`src/rtl/shift_reg_16.sv`:
```
// Parallel-load rotating register: loads a word on i_load, otherwise rotates
// one bit per clock in the direction chosen by i_dir.
module shift_reg_16 #(
  parameter int WIDTH = 16
) (
  input  logic             i_clk,
  input  logic             i_rst,
  input  logic             i_load,
  input  logic             i_dir,
  input  logic [WIDTH-1:0] i_data,
  output logic [WIDTH-1:0] o_out
);

  logic [WIDTH-1:0] out_reg;
  logic [WIDTH-1:0] out_next;
  logic [WIDTH-1:0] rot_left;
  logic [WIDTH-1:0] rot_right;

  // Each bit takes its neighbour below (left rotate) or above (right rotate),
  // with the ends wrapping around so no bit is ever lost.
  generate
    for (genvar gi = 0; gi < WIDTH; gi++) begin : g_bit
      localparam int LO_SRC = (gi + WIDTH - 1) % WIDTH;
      localparam int HI_SRC = (gi + 1) % WIDTH;
      assign rot_left[gi]  = out_reg[LO_SRC];
      assign rot_right[gi] = out_reg[HI_SRC];
    end
  endgenerate

  always_comb begin
    out_next = out_reg;
    if (i_load) begin
      out_next = i_data;
    end else if (i_dir) begin
      out_next = rot_right;
    end else begin
      out_next = rot_left;
    end
  end

  always_ff @(posedge i_clk or negedge i_rst) begin
    if (!i_rst) begin
      out_reg <= '0;
    end else begin
      out_reg <= out_next;
    end
  end

  assign o_out = out_reg;

endmodule

```
`config.mk`:
```
export PLATFORM = sky130hd
export DESIGN_NAME = shift_reg_16
export DESIGN_NICKNAME = d
export VERILOG_FILES = /design/src/rtl/shift_reg_16.sv
export SDC_FILE = /design/constraint.sdc
export NUM_CORES = 1
export LEC_CHECK = 0
export CORE_ASPECT_RATIO = 1.1
export CORE_MARGIN = 5
export CORE_UTILIZATION = 39
export CTS_CLUSTER_DIAMETER = 30
export DETAILED_ROUTE_END_ITERATION = 12
export HOLD_SLACK_MARGIN = 0.02
export PLACE_DENSITY = 0.82
export SETUP_SLACK_MARGIN = 0.3
export SYNTH_ARGS = -nofsm -noshare
export SYNTH_HDL_FRONTEND = slang
export SYNTH_SLANG_ARGS = --single-unit
```
`constraint.sdc`:
```
create_clock -name i_clk -period 0.9 [get_ports i_clk]
set_clock_uncertainty 0.15 [all_clocks]
set_input_delay 0.18 -clock i_clk [delete_from_list [all_inputs] [get_ports i_clk]]
set_output_delay 0.18 -clock i_clk [all_outputs]
set_load 0.03 [all_outputs]
```
After elaboration in Yosys (flattened, before gate mapping):

Cells that the tools add are included.

* register bits after elaboration: 16
* word-level logic and storage cells: 3
* output and inout port bits: 16

* multiplexer cells: 2

Operator list (count)
* $mux W16: 2

Longest topological paths before layout:

* depth in word-level cells: 2
* depth in mapped cells: 4
* depth with buffers taken out: 2

Worst setup path before layout:

No wires, ideal clock.

* path kind: register to register
* from: register out_reg[1] (netlist: o_out[1])
* to: register out_reg[0] (netlist: o_out[0])
* path buffers: 0
* library setup time: 0.135 ns
* cell stages (with the launch flop): 3
* arrival: 0.704 ns
* setup slack: -0.090 ns
* path through: dfrtp_1 > mux2i_1 > o21ai_0

* word-level cells in the longest chain between the ends: 2

RTL lines
* from (decl): RTL line 14 `logic [WIDTH-1:0] out_reg;`
* from (signal assigned): RTL line 45 `out_reg <= out_next;`
* $mux W16: RTL line 34 `end else if (i_dir) begin`
* $mux W16: RTL line 32 `if (i_load) begin`
* net out_next[0]: RTL line 15 `logic [WIDTH-1:0] out_next;`

The timed path passes the listed nets, and every way through them passes these cells.

Worst setup path after layout:

* from: register out_reg[13] (netlist: o_out[13])
* to: output port o_out[13]

RTL lines
* to (decl): RTL line 11 `output logic [WIDTH-1:0] o_out`

No word-level cell between the ends.

==> results.toml <==
[floorplanning]
std_cell_rows = 16
die_area_mm2 = 0.002887
coreArea_mm2 = 0.001802
die_y_um = 55.86
ioPinCount = 36
start_util_pct = 41.39
die_w_um = 51.69

[routing]
firstDrtPassIters = 4
finalWirelength_um = 2588
viasPerCell = 5.333
drc = 0
drt_iter0_markers = 13
num_vias = 752
ant_nets = 0
wl_per_cell_um = 18.35

[logic_synthesis]
synth-simple-area-share_pct = 8.054
synthDistinctLibCells = 9
yosysWarnings = 0
synthAdderAreaFrac_pct = 0
synth_top_family_by_area = "multiplexers"
synthMuxAreaShare_pct = 21.48
synth_xor_area_share_pct = 0
ys_ff_latch = 16
synth_top_area_share_pct = 53.69
synth_area_leader_cell = "dfrtp_1"
synth.area.top_cells = "dfrtp_1 (54%), mux2i_1 (21%), nand2_1 (8.1%)"
syn-num-nets = 89
synth.avg_cell_area_um2 = 10.81
synth_compound_area_share_pct = 10.74
syn_area_um2 = 745.7
syn-instance-count = 69
ys_seq_area_share_pct = 53.69

[clock_tree]
cts_tree = "yes"
clk_pin_slew_worst_paths_ns = 0.10
cts_root_buffer = "clkbuf_4"
h-tree-depth = 1
clock_latency_ns = 0.29
clock-sinks = 16
cts_buffers = 3
clockBufferDepth = 2

[global_route]
grt_pass1_wl_um = 3684
grt.met1_usage_pct = 20.00
use_met3_pct = 3.217
antenna_found_initial = 0
grt_usage_pct = 17.08
busiest_layer = "met2"
grt_max_degree = 33
grt_pass1_vias = 775
use_met2_pct = 28.91
grt_overflow = 0

[critical_path]
worstPathRequired_ns = 0.57
crit_chain = "buf_6"
critPathSlowestCell = "dfrtp_2"
worstPathArrival_ns = 0.88
critPathKind = "reg2out"
r2r_slack_ns = -0.24
critPathTopFamily = "flip-flops"
worst_setup_path_end_kind = "output pin"
start_kind = "flop"
rr_startpoint = "o_out[10]"
path_buf_inv = 1
reg2reg_depth = 4
cp_max_fo = 2
reg2reg_to = "o_out[11]"
slowest_delay_ns = 0.44

[timing]
rsz0062_at_grt = "yes"
holdWs_ns = 0.07258
fin_crit_sh_pct = 134.2
min_period_ns = 1.208
maxSlewHeadroom_pct = 86.61
fmax_mhz = 828.0
layout_setup_ws_ns = -0.3077
tightest_slew_ns = 0.1953
slew_violations = 0
finalHoldViolations = 0
finalSetupViolations = 32
setup_tns_ns = -7.150

[finish]
drive_gt1_share_pct = 47.97
fin_nets = 145
n_antenna_cell = 0
largest_register_ffs = 16
instances_no_fill = 141
fillCellCount = 94
area_growth_pct = 93.29
postLayoutCoreUtil_pct = 80.00

[hold_path]
hold_class = "in2async"

[run_status]
violations = "setup timing"
status = "complete, but fails checks"

[placement]
dpl_worst_slack_ns = -0.5271
dp_hpwl_um = 1315
place_inst = 120
place.port_buffers = 35
gp_congestion = 0.6885

[pwr]
leakage_nw = 0.6604
power_density_mw_per_mm2 = 1483
ir_drop_uv = 976.9

[job]
drv_cap = 0
[per-stage QoR]
step / power [mW] / instance area [um2]
2_1_floorplan: 1.184 / 769.5
3_3_place_gp: 1.442 / 1114
3_5_place_dp: 1.455 / 1114
4_1_cts: 2.011 / 1363
5_1_grt: 2.226 / 1441
6_report: 2.137 / 1441
[final cells by class]
cell class | instances | area (um2) | area share [%]
clock buffer | 3 | 22.52 | 1.563
multi-input combinational | 48 | 329.1 | 22.83
timing repair buffer | 56 | 646.9 | 44.88
tap | 18 | 22.52 | 1.563
sequential | 16 | 420.4 | 29.17
[worst max path at each step]
stage	startpoint	slack [ns]	depth (start not counted)	to
finish	o_out[13]	-0.31	1	o_out[13]
global route	o_out[13]	-0.34	1	o_out[13]
CTS	o_out[4]	-0.28	1	o_out[4]
detailed placement	i_dir	-0.53	4	o_out[1]
global placement	i_dir	-0.51	4	o_out[6]
floorplan	o_out[1]	-0.05	2	o_out[0]
[cell families after synthesis]
kind of cell    after synthesis
mux                          16
compound gates               16
buf+inv                       5
simple gates                 16
flops                        16
[power breakdown]
part,switching [mW],internal (mW),total [mW]
logic,0.385,0.479,0.864
registers,0.0773,0.808,0.885
clock network,0.233,0.156,0.388
[synth_stat cells]
library cell,number
buf_12,1
buf_2,2
buf_6,1
clkbuf_1,1
dfrtp_1,16
mux2i_1,16
nand2_1,16
o21ai_0,6
o21ai_1,10
[cell usage in the layout, fill, tap and decap left out]
cell type,netlist,routed
mux2i_1,16,14
mux2i_4,0,2
o21ai_2,0,1
dfrtp_2,0,16
nand2_1,16,16
o21ai_1,10,15
bufbuf_16,0,1
clkbuf_4,0,3
buf_6,1,31
buf_4,0,2
clkdlybuf4s50_1,0,18
buf_12,1,3
clkdlybuf4s15_1,0,1
[layer usage]
layer | part of all wire [%] | routed length [um]
met5 | 0 | 0
met4 | 2.3 | 59
met3 | 6.1 | 158
met1 | 40 | 1033
met2 | 52 | 1337
[what timing repair did]
item	in CTS	in global routing
endpoints found under the setup margin	32	32
pin swaps	4	11
setup buffers	15	2
hold buffers	0	0
gates resized for setup	23	15
cloned	1	0
Note: power is estimated with default switching activity, not from simulation.
